<file path="config.mk">
export PLATFORM = sky130hd
export DESIGN_NAME = led_framebuffer_ctrl
export DESIGN_NICKNAME = d
export VERILOG_FILES = /design/src/rtl/fb_ctrl_pkg.sv /design/src/rtl/led_framebuffer_ctrl.sv
export SDC_FILE = /design/constraint.sdc
export NUM_CORES = 1
export LEC_CHECK = 0
export BUFFER_PORTS_ARGS = -buffer_cell sky130_fd_sc_hd__buf_2
export CAP_MARGIN = 20
export CORE_ASPECT_RATIO = 0.75
export CORE_UTILIZATION = 45
export DETAILED_ROUTE_END_ITERATION = 12
export PLACE_DENSITY = 0.89
export REMOVE_ABC_BUFFERS = 1
export SYNTH_ARGS = -nofsm -noshare
export SYNTH_HDL_FRONTEND = slang
export SYNTH_SLANG_ARGS = --single-unit
</file>
<file path="constraint.sdc">
create_clock -name clk -period 4.32 [get_ports clk]
set_input_delay 0.432 -clock clk [delete_from_list [all_inputs] [get_ports clk]]
set_output_delay 0.432 -clock clk [all_outputs]
set_load 0.01 [all_outputs]
</file>
<file path="src/rtl/fb_ctrl_pkg.sv">
// Shared types and default widths for the LED framebuffer double-buffer controller.
package fb_ctrl_pkg;

  typedef enum logic [1:0] {
    IDLE       = 2'd0,
    WAIT_FRAME = 2'd1,
    CLEAR      = 2'd2,
    ACK        = 2'd3
  } FbSwapState;

  localparam int FB_ADDR_W = 11;
  localparam int FB_DATA_W = 8;

endpackage

</file>
<file path="src/rtl/led_framebuffer_ctrl.sv">
// Double-buffer controller: CPU writes go to the back bank, banks flip on scanner frame end, optional back-bank clear.
// Write path is combinational; cpu_ready drops for DEPTH cycles while a clear runs and the CPU must hold its write.
module led_framebuffer_ctrl
  import fb_ctrl_pkg::*;
#(
  parameter int                ADDR_W      = FB_ADDR_W,
  parameter int                DATA_W      = FB_DATA_W,
  parameter int                DEPTH       = 2048,
  parameter logic [DATA_W-1:0] CLEAR_VALUE = '0
) (
  input  logic              clk,
  input  logic              rst,
  input  logic              cpu_wr_en,
  input  logic [ADDR_W-1:0] cpu_addr,
  input  logic [DATA_W-1:0] cpu_wr_data,
  output logic              cpu_ready,
  input  logic              swap_req,
  input  logic              clear_on_swap,
  output logic              swap_busy,
  output logic              swap_ack,
  input  logic              frame_done,
  output logic              front_sel,
  output logic              bank0_we,
  output logic [ADDR_W-1:0] bank0_waddr,
  output logic [DATA_W-1:0] bank0_wdata,
  output logic              bank1_we,
  output logic [ADDR_W-1:0] bank1_waddr,
  output logic [DATA_W-1:0] bank1_wdata
);

  // One extra counter bit so DEPTH == 2**ADDR_W reaches its last index without wrapping.
  localparam int               CNT_W    = ADDR_W + 1;
  localparam logic [CNT_W-1:0] CLR_LAST = CNT_W'(DEPTH - 1);

  FbSwapState        state_q;
  logic              front_sel_q;
  logic              clear_pending_q;
  logic [CNT_W-1:0]  clr_cnt_q;
  logic [CNT_W-1:0]  clr_cnt_d;

  logic              wr_en_c;
  logic [ADDR_W-1:0] waddr_c;
  logic [DATA_W-1:0] wdata_c;

  assign clr_cnt_d = clr_cnt_q + CNT_W'(1);

  always_ff @(posedge clk) begin
    if (rst) begin
      state_q         <= IDLE;
      front_sel_q     <= 1'b0;
      clear_pending_q <= 1'b0;
      clr_cnt_q       <= '0;
    end else begin
      case (state_q)
        IDLE: begin
          if (swap_req) begin
            clear_pending_q <= clear_on_swap;
            state_q         <= WAIT_FRAME;
          end
        end
        WAIT_FRAME: begin
          if (frame_done) begin
            front_sel_q <= ~front_sel_q;
            state_q     <= clear_pending_q ? CLEAR : ACK;
          end
        end
        CLEAR: begin
          if (clr_cnt_q == CLR_LAST) begin
            clr_cnt_q <= '0;
            state_q   <= ACK;
          end else begin
            clr_cnt_q <= clr_cnt_d;
          end
        end
        ACK:     state_q <= IDLE;
        default: state_q <= IDLE;
      endcase
    end
  end

  // The clear engine owns the back-bank port; otherwise the CPU does.
  always_comb begin
    wr_en_c = 1'b0;
    waddr_c = cpu_addr;
    wdata_c = cpu_wr_data;
    if (state_q == CLEAR) begin
      wr_en_c = 1'b1;
      waddr_c = clr_cnt_q[ADDR_W-1:0];
      wdata_c = CLEAR_VALUE;
    end else if (cpu_wr_en) begin
      wr_en_c = 1'b1;
    end
  end

  assign bank0_we    = wr_en_c & front_sel_q;
  assign bank1_we    = wr_en_c & ~front_sel_q;
  assign bank0_waddr = waddr_c;
  assign bank1_waddr = waddr_c;
  assign bank0_wdata = wdata_c;
  assign bank1_wdata = wdata_c;

  assign front_sel = front_sel_q;
  assign cpu_ready = (state_q != CLEAR);
  assign swap_busy = (state_q != IDLE);
  assign swap_ack  = (state_q == ACK);

endmodule
</file>
======== Word level (Yosys, flattened, before mapping) ========
Index checks and enable logic that the tools add are counted.
word-level totals
  register bits ........................... 16
  input port bits ......................... 25
  logic and storage cells ................. 31
operators by class
  add/subtract/negate cells ............... 1
  equality and inequality tests ........... 8
  muxes and demuxes ....................... 10
  bitwise operators ....................... 3
  reductions and logical operators ........ 5
operator list
  kind                     count
  $add A12 B1 Y12 const B  1
  $eq A12 B11 Y1 const B   1
  $mux W12                 1
  $mux W11                 1
  $mux W8                  1
  $ne A2 B2 Y1 const B     4
  $pmux W2 S4              1
  $mux W2                  3
  $eq A2 B2 Y1 const B     2
  $reduce_and A2 Y1        2
  $mux W1                  3
  $reduce_and A3 Y1        1
  $and A1 B1 Y1            2
  $eq A2 B1 Y1 const B     1
  $logic_not A2 Y1         1
  $reduce_bool A2 Y1       1
  $not A1 Y1               1

======== Longest topological paths before layout ========
Gate-level depths: netlist (run 1).
  depth after elaboration ................. 3
  gate-level depth with buffers ........... 7

======== Worst setup path after synthesis (run 1) ========
No wires, ideal clock.
  path type ............................... reg-to-output
  start ................................... register state_q[0]
  end ..................................... output port bank1_waddr[0]
  data arrival time ....................... 1.671 ns
  setup slack ............................. 2.217 ns
  cell stages (with the launch flop) ...... 7
  buffers on the path ..................... 3
  cells stage by stage .................... dfxtp_1 inv_1 ha_1 buf_2 buf_1 mux2_2 buf_4
between the ends
  cells in the longest elaborated chain, start to end .. 2
RTL lines
  element                 line                        RTL
  from (decl)             led_framebuffer_ctrl.sv:35  FbSwapState state_q;
  from (signal assigned)  led_framebuffer_ctrl.sv:64  state_q <= clear_pending_q ? CLEAR : ACK;
  $eq A2 B2 Y1            led_framebuffer_ctrl.sv:86  if (state_q == CLEAR) begin
  $mux W11                led_framebuffer_ctrl.sv:86
  to (decl)               led_framebuffer_ctrl.sv:27  output logic [ADDR_W-1:0] bank1_waddr,
No other way between the ends.

======== Final worst setup path (run 1) ========
  start ................................... register state_q[0]
  end ..................................... output port cpu_ready
between the ends
  cells in the longest elaborated chain, start to end .. 1
RTL lines
  element       line                         RTL
  $ne A2 B2 Y1  led_framebuffer_ctrl.sv:103  assign cpu_ready = (state_q != CLEAR);
  to (decl)     led_framebuffer_ctrl.sv:16   output logic cpu_ready,
No other way between the ends.

==> results.py, run 1 <==
metrics = {
    "clock_tree": {
        "cts-htree-levels": 1,
        "clk_path_buf_depth": 2,
        "cts.clk_slew.worst_paths_ps": 80,
        "clock-sinks": 16,
        "cts_tree": "done",
        "cts_setup_buffers": 0,
        "cts-hold-fix-buffers": 0,
        "numCtsBuffers": 3,
        "worst_skew_pair.late_latency_ps": 300,
        "cts_root_buffer": "clkbuf_4",
        "cts-resized-gates": 0,
    },
    "worst_setup_path": {
        "arrival_ps": 1770,
        "setup.worst_path.start_class": "flop",
        "crit_type": "flop to output port",
        "end_kind": "output port",
        "crit_path_max_fanout": 29,
        "cp.required_ps": 3890,
    },
    "global_routing": {
        "grt_max_degree": 30,
        "globalRouteTotalUtil": 0.195,
        "grt_pass1_vias": 927,
        "antenna_found_initial": 0,
        "grt_pass1_wl_um": 4100,
        "grt-ovfl-total": 0,
    },
    "drt": {
        "drc": 0,
        "routed_wl_um": 2690,
        "postRouteAntennaNets": 0,
        "drtIter0Drc": 32,
        "wl_per_cell_um": 11.9,
        "viasPerCell": 4.95,
        "first_pass_iters": 4,
        "via_count": 1118,
    },
    "placement": {
        "place_ws_ps": 2300,
        "numPortBuffers": 68,
        "dp_hpwl_um": 2130,
        "dp.cells": 222,
        "placed_area_mm2": 0.00143,
        "gp_congestion": 0.824,
    },
    "final_layout": {
        "instances_no_fill": 226,
        "drive_gt1_frac": 0.453,
        "nFillCells": 208,
        "final_area_mm2": 0.00147,
        "nets": 224,
        "diodes": 0,
        "final_core_util": 0.610,
        "area_growth_syn_to_layout_pct": 22.0,
    },
    "floorplan": {
        "initial_utilization": 0.500,
        "fp-row-count": 15,
        "pin_count": 69,
        "die_width_um": 61.7,
        "core_mm2": 0.00240,
        "fp.dieH_um": 46.7,
        "dieArea_mm2": 0.00288,
    },
    "flow_run": {
        "max-cap-violations": 0,
    },
    "synthesis": {
        "synth-main-ff-cell": "dfxtp_1",
        "seq_area_frac_synth": 0.267,
        "synthDistinctLibCells": 35,
        "synth_area_leader_cell": "dfxtp_1",
        "syn_area_per_cell_um2": 8.40,
        "syn_inst": 143,
        "syn-cell-area_mm2": 0.00120,
        "yosys_warnings": 0,
        "synth_area_leaders": "dfxtp_1 27%, buf_4 12%, mux2_2 8.4%",
        "synth_edf_count": 0,
        "synth_top_area_share": 0.267,
        "yosys_register_bits": 16,
        "synthArstFlopShare": 0,
    },
    "sta": {
        "drv_slew": 0,
        "finalWorstSetupSlack_ps": 2120,
        "max_slew_margin": 0.692,
        "hold_viol_final": 0,
        "rsz0062_at_grt": "false",
        "finalSetupViolations": 0,
        "fin_skew_ps": 15.1,
        "fin_crit_ps": 2200,
        "fmax_mhz": 454,
        "tns_ps": 0,
        "hold_slack_ps": 442,
        "tightest_slew_ps": 457,
        "fin_crit_sh": 0.510,
    },
    "power": {
        "p_leak_nw": 0.682,
        "total_power_uw": 655,
        "p_per_area_mw_per_mm2": 447,
        "ir_drop_uv": 267,
    },
    "outcome": {
        "status": "complete, no violations",
    },
    "min_path": {
        "worstHoldPathType": "input port to flop",
    },
}
==> worst max-delay path, stage by stage (launching register included) <==
cell	delay, ps
dfxtp_1	330
inv_1	140
ha_1	170
buf_4	300
clkinv_1	310
buf_2	230
==> metal layers <==
layer / vias to the layer above / wire, µm / track usage
met5: - / 0 / 0
met4: 0 / 53 / 0.0844
met3: 8 / 130 / 0.0331
met2: 40 / 1190 / 0.295
met1: 490 / 1310 / 0.276
li1: 580 / - / -
==> cell usage after synthesis (2+ instances only) <==
master / count
xnor2_1: 2
nand2_1: 8
a311o_1: 2
nor4b_1: 4
clkbuf_1: 3
a21oi_1: 6
mux2_2: 9
nand3_1: 5
or3_1: 2
xor2_1: 4
buf_4: 19
inv_1: 9
nor2b_1: 10
nor3_1: 2
dfxtp_1: 16
o21ai_0: 6
nand4_1: 3
nor2_1: 11
ha_1: 6
==> layout make-up <==
type	count	area [µm²]	share of cell area
Tap cell	34	42.5	0.0290
Sequential cell	16	320	0.219
Multi-Input combinational cell	93	681	0.465
Clock buffer	4	36.3	0.0248
Timing Repair Buffer	69	348	0.237
Inverter	10	37.5	0.0256
==> power breakdown <==
group	switching, mW	leakage [nW]	internal, mW
logic	0.210	0.531	0.162
clock network	0.0490	0.0210	0.0515
registers	0.0186	0.130	0.165
total	0.278	0.682	0.378
==> state kept, by name, indices dropped and copies added (netlist names) <==
register	flops
clr_cnt_q	12
state_q	2
front_sel	1
clear_pending_q	1
==> kinds of logic after synthesis <==
family / after synthesis / synth area share
adder cells (fa/ha/maj): 6 / 0.0625
flip-flops: 16 / 0.267
multiplexers: 9 / 0.0844
AO/OA/AOI/OAI: 22 / 0.124
AND/OR/NAND/NOR: 50 / 0.252
XOR/XNOR: 6 / 0.0437
buffers and inverters: 34 / 0.167
==> path summary, 6_finish.rpt <==
| check | slack [ps] | cells after the start | to | startpoint |
|---|---|---|---|---|
| worst max-delay path | 2120 | 5 | cpu_ready | state_q[0]$_SDFFE_PP0P_ |
| worst min-delay path | 440 | 3 | clear_pending_q$_SDFFE_PP0P_ | clear_on_swap |
| worst max register to register | 2310 | 6 | clr_cnt_q[11]$_SDFFE_PP0P_ | state_q[0]$_SDFFE_PP0P_ |
| worst min register to register | 530 | 2 | clr_cnt_q[1]$_SDFFE_PP0P_ | clr_cnt_q[1]$_SDFFE_PP0P_ |
==> cell usage in the layout (no fill, tap or decap), types with 2 or more instances in the layout <==
| cell | instances |
|---|---|
| clkbuf_4 | 3 |
| nor2b_1 | 10 |
| o21ai_0 | 6 |
| nand4_1 | 3 |
| dfxtp_1 | 16 |
| xnor2_1 | 2 |
| mux2_2 | 9 |
| a21oi_1 | 6 |
| nand2_1 | 8 |
| nor2_1 | 11 |
| a311o_1 | 2 |
| nor3_1 | 2 |
| or3_1 | 2 |
| buf_2 | 68 |
| nor4b_1 | 4 |
| inv_1 | 9 |
| ha_1 | 6 |
| xor2_1 | 4 |
| nand3_1 | 5 |
Note: power is estimated with default switching activity, not from simulation.
==> run 2, diff against run 1 <==
--- a/config.mk
+++ b/config.mk
@@ -8,9 +8,9 @@
 export BUFFER_PORTS_ARGS = -buffer_cell sky130_fd_sc_hd__buf_2
 export CAP_MARGIN = 20
 export CORE_ASPECT_RATIO = 0.75
-export CORE_UTILIZATION = 45
+export CORE_UTILIZATION = 44
 export DETAILED_ROUTE_END_ITERATION = 12
-export PLACE_DENSITY = 0.89
+export PLACE_DENSITY = 0.87
 export REMOVE_ABC_BUFFERS = 1
 export SYNTH_ARGS = -nofsm -noshare
 export SYNTH_HDL_FRONTEND = slang
==> constraint.sdc (replaced) <==
create_clock -name clk -period 2.2 [get_ports clk]
set_input_delay 0.22 -clock clk [delete_from_list [all_inputs] [get_ports clk]]
set_output_delay 0.22 -clock clk [all_outputs]
set_load 0.01 [all_outputs]
==> results.py, run 2 (synthesis gave the netlist of run 1 again) <==
metrics = {
    "final_layout": {
        "nFillCells": 251,
        "reg.largest.list": "clr_cnt_q: 12 flops, state_q: 2 flops",
        "diodes": 0,
        "top_register": "clr_cnt_q",
        "largest_reg_flops": 12,
        "final_common_cell": "buf_2",
        "final_cell_mix": "68 x buf_2, 16 x dfxtp_1, 11 x nor2_1",
        "drive_gt1_frac": 0.453,
        "multi_input_area_um2": 681,
        "nets": 225,
        "final_area_mm2": 0.00146,
        "area_growth_syn_to_layout_pct": 21.7,
        "register_area_um2": 320,
    },
    "drt": {
        "drc": 0,
        "viasPerCell": 4.95,
        "drtIter0Drc": 20,
        "postRouteAntennaNets": 0,
        "wl_per_cell_um": 10.9,
        "via_count": 1129,
        "routed_wl_um": 2490,
        "first_pass_iters": 4,
    },
    "worst_setup_path": {
        "reg2reg_depth": 5,
        "crit_chain": "inv_1 > ha_1 > buf_4 > mux2_2 > buf_2",
        "critPathLaunch": "state_q[0]$_SDFFE_PP0P_",
        "crit_path_max_fanout": 18,
        "setup.worst_path.start_class": "flop",
        "path_buf_inv": 3,
        "end_kind": "output port",
        "crit_end": "bank0_waddr[2]",
        "ff2ff_setup_slack_ps": 410,
        "path_depth": 5,
        "crit_family": "buffers and inverters",
        "crit_type": "flop to output port",
        "arrival_ps": 1730,
        "slowest_delay_ps": 370,
        "cp.required_ps": 1980,
        "cpMaxStageDelayCell": "mux2_2",
        "worstReg2RegStart": "state_q[0]$_SDFFE_PP0P_",
        "r2r-end": "clr_cnt_q[11]$_SDFFE_PP0P_",
    },
    "global_routing": {
        "met1_usage": 0.232,
        "grt-ovfl-total": 0,
        "grt_max_degree": 19,
        "top_usage_layer": "met2",
        "globalRouteTotalUtil": 0.167,
        "antenna_found_initial": 0,
        "grt_pass1_vias": 855,
        "grt_pass1_wl_um": 3800,
        "use_met2": 0.275,
        "grt_use_met3": 0.0364,
    },
    "clock_tree": {
        "clock-sinks": 16,
        "cts-htree-levels": 1,
        "cts_root_buffer": "clkbuf_4",
        "worst_skew_pair.late_latency_ps": 280,
        "cts.clk_slew.worst_paths_ps": 90,
        "cts-hold-fix-buffers": 0,
        "numCtsBuffers": 3,
        "cts_setup_buffers": 0,
        "clk_path_buf_depth": 2,
        "cts_tree": "done",
        "cts-resized-gates": 0,
    },
    "sta": {
        "fin_skew_ps": 5.05,
        "drv_slew": 0,
        "tightest_slew_ps": 505,
        "fmax_mhz": 513,
        "fin_crit_ps": 1950,
        "max_slew_margin": 0.659,
        "fin_crit_sh": 0.886,
        "hold_viol_final": 0,
        "finalSetupViolations": 0,
        "tns_ps": 0,
        "rsz0062_at_grt": "false",
    },
    "floorplan": {
        "pin_count": 69,
        "fp.dieH_um": 47.3,
        "fp-row-count": 16,
        "die_width_um": 62.3,
        "initial_utilization": 0.462,
        "dieArea_mm2": 0.00295,
        "core_mm2": 0.00260,
    },
    "placement": {
        "gp_congestion": 0.849,
        "dp_hpwl_um": 1950,
        "placed_area_mm2": 0.00144,
        "numPortBuffers": 68,
    },
    "power": {
        "p_per_area_mw_per_mm2": 851,
        "ir_drop_uv": 504,
        "total_power_mw": 1.24,
        "p_leak_nw": 0.680,
    },
    "min_path": {
        "holdCritStartpoint": "clear_on_swap",
        "worstHoldPathType": "input port to flop",
    },
    "flow_run": {
        "max-cap-violations": 0,
    },
    "outcome": {
        "status": "complete, no violations",
    },
}
==> run 2: cell types whose count changed in the layout (fill, tap and decap cells not counted) <==
cell,delta
clkbuf_8,-1
buf_4,+1
==> run 2: routing by layer <==
layer,up-vias,wire length (µm),share of wire
met4,0,17,0.0068
met1,513,1240,0.50
met3,2,101,0.041
met5,-,0,0
met2,32,1130,0.45
li1,582,-,-
==> run 2: power breakdown <==
part,switching (mW),internal (mW)
logic,0.412,0.329
clock network,0.0827,0.0635
registers,0.0329,0.323
==> run 2: metrics by stage <==
step	hold slack (ps)	util	instances	setup WS [ps]
6_report	192	0.562	228	251
3_5_place_dp	472	0.553	225	408
3_3_place_gp	471	0.553	225	474
4_1_cts	185	0.562	228	239
5_1_grt	225	0.562	228	123
2_1_floorplan	289	-	119	-17.3
==> run 2: tightest hold or removal path: cells and delay by family <==
family	cells	cell delay, ps
buf+inv	1	90
simple gates	1	60
compound gates	1	60
==> run 2: worst min-delay path by stage <==
stage / slack [ps] / to / cells past startpoint
after floorplan: 290 / clear_pending_q$_SDFFE_PP0P_ / 1
after global placement: 470 / clear_pending_q$_SDFFE_PP0P_ / 2
after CTS: 190 / clear_pending_q$_SDFFE_PP0P_ / 3
final: 190 / clear_pending_q$_SDFFE_PP0P_ / 3
after detailed placement: 470 / clear_pending_q$_SDFFE_PP0P_ / 2
after global routing: 230 / clear_pending_q$_SDFFE_PP0P_ / 3
==> run 2: layout make-up <==
class	instances	share of cell area
flip-flops and latches	16	0.219
repair buffers	70	0.243
clock buffers	3	0.0154
well taps	36	0.0308
multi-input cells	93	0.466
inverters	10	0.0257
==> run 3, diff against run 2 <==
--- a/config.mk
+++ b/config.mk
@@ -8,9 +8,9 @@
 export BUFFER_PORTS_ARGS = -buffer_cell sky130_fd_sc_hd__buf_2
 export CAP_MARGIN = 20
 export CORE_ASPECT_RATIO = 0.75
-export CORE_UTILIZATION = 44
+export CORE_UTILIZATION = 39
 export DETAILED_ROUTE_END_ITERATION = 12
-export PLACE_DENSITY = 0.87
+export PLACE_DENSITY = 0.79
 export REMOVE_ABC_BUFFERS = 1
 export SYNTH_ARGS = -nofsm -noshare
 export SYNTH_HDL_FRONTEND = slang
==> results.py, run 3 (synthesis gave the netlist of run 1 again) <==
metrics = {
    "drt": {
        "viasPerCell": 5.03,
        "drc": 0,
        "routed_wl_um": 2570,
        "via_count": 1158,
        "first_pass_iters": 4,
        "wl_per_cell_um": 11.2,
        "drtIter0Drc": 59,
        "postRouteAntennaNets": 0,
    },
    "worst_setup_path": {
        "end_kind": "output port",
        "critPathLaunch": "state_q[0]$_SDFFE_PP0P_",
        "crit_type": "flop to output port",
        "setup.worst_path.start_class": "flop",
        "cp.required_ps": 1980,
        "arrival_ps": 1690,
        "worstReg2RegStart": "state_q[0]$_SDFFE_PP0P_",
        "ff2ff_setup_slack_ps": 420,
        "crit_path_max_fanout": 18,
    },
    "placement": {
        "numPortBuffers": 68,
        "gp_congestion": 0.791,
        "place_ws_ps": 401,
        "dp_hpwl_um": 2000,
        "placed_area_mm2": 0.00144,
    },
    "final_layout": {
        "nets": 225,
        "final_cell_mix": "68 x buf_2, 16 x dfxtp_1, 11 x nor2_1",
        "final_area_mm2": 0.00148,
        "top_register": "clr_cnt_q",
        "multi_input_area_um2": 681,
        "register_area_um2": 320,
        "reg.largest.list": "clr_cnt_q: 12 flops, state_q: 2 flops",
        "area_growth_syn_to_layout_pct": 23.4,
        "drive_gt1_frac": 0.453,
        "diodes": 0,
        "final_common_cell": "buf_2",
        "largest_reg_flops": 12,
        "nFillCells": 294,
    },
    "min_path": {
        "holdCritStartpoint": "clear_on_swap",
        "worstHoldPathType": "input port to flop",
    },
    "clock_tree": {
        "cts-htree-levels": 1,
        "cts_tree": "done",
        "cts-hold-fix-buffers": 0,
        "worst_skew_pair.late_latency_ps": 240,
        "cts-resized-gates": 0,
        "clk_path_buf_depth": 2,
        "numCtsBuffers": 3,
        "cts.clk_slew.worst_paths_ps": 60,
        "cts_setup_buffers": 0,
        "cts_root_buffer": "clkbuf_8",
        "clock-sinks": 16,
    },
    "power": {
        "p_leak_nw": 0.687,
        "ir_drop_uv": 297,
        "p_per_area_mw_per_mm2": 891,
    },
    "global_routing": {
        "globalRouteTotalUtil": 0.153,
        "met1_usage": 0.195,
        "grt_use_met3": 0.0301,
        "antenna_found_initial": 0,
        "use_met2": 0.259,
        "grt-ovfl-total": 0,
        "top_usage_layer": "met2",
        "grt_max_degree": 19,
        "grt_pass1_vias": 913,
        "grt_pass1_wl_um": 3960,
    },
    "floorplan": {
        "initial_utilization": 0.409,
        "dieArea_mm2": 0.00331,
        "die_width_um": 66.1,
        "pin_count": 69,
        "fp.dieH_um": 50.1,
        "core_mm2": 0.00294,
        "fp-row-count": 17,
    },
    "sta": {
        "finalSetupViolations": 0,
        "fin_crit_sh": 0.869,
        "tns_ps": 0,
        "fin_skew_ps": 2.41,
        "finalWorstSetupSlack_ps": 288,
        "max_slew_margin": 0.649,
        "tightest_slew_ps": 520,
        "hold_viol_final": 0,
        "drv_slew": 0,
        "fin_crit_ps": 1910,
        "fmax_mhz": 523,
        "rsz0062_at_grt": "false",
    },
    "flow_run": {
        "max-cap-violations": 0,
    },
    "outcome": {
        "status": "complete, no violations",
    },
}
## run 3: area by class of cell
type	count	area share
Clock buffer	3	0.0278
Multi-Input combinational cell	93	0.459
Timing Repair Buffer	70	0.240
Inverter	10	0.0253
Sequential cell	16	0.216
Tap cell	38	0.0321
## run 3: final timing paths
check	end	depth (start not counted)
setup / recovery	bank1_waddr[0]	5
hold / removal	clear_pending_q$_SDFFE_PP0P_	3
setup reg to reg	clr_cnt_q[3]$_SDFFE_PP0P_	5
hold reg to reg	clear_pending_q$_SDFFE_PP0P_	2
## run 3: where the power goes
group | internal, mW | switching [mW]
Sequential | 0.324 | 0.0329
Clock | 0.121 | 0.0918
Combinational | 0.330 | 0.421
## run 3: stage by stage
step	utilization	hold WS (ps)	total power, mW	std cells
6_report	0.505	225	1.32	230
2_1_floorplan	-	289	0.814	119
3_3_place_gp	0.491	469	1.10	227
4_1_cts	0.505	221	1.34	230
3_5_place_dp	0.491	470	1.12	227
5_1_grt	0.505	241	1.43	230
## run 3: metal layers
layer | wire length (µm) | share of wire
met1 | 1180 | 0.46
met2 | 1220 | 0.47
met3 | 154 | 0.060
met4 | 23 | 0.0089
met5 | 0 | 0
## run 3: critical path, cell delays in order (launching register included)
cell     delay (ps)
dfxtp_1         330
inv_1           150
ha_1            210
buf_4           240
mux2_2          370
buf_2           140
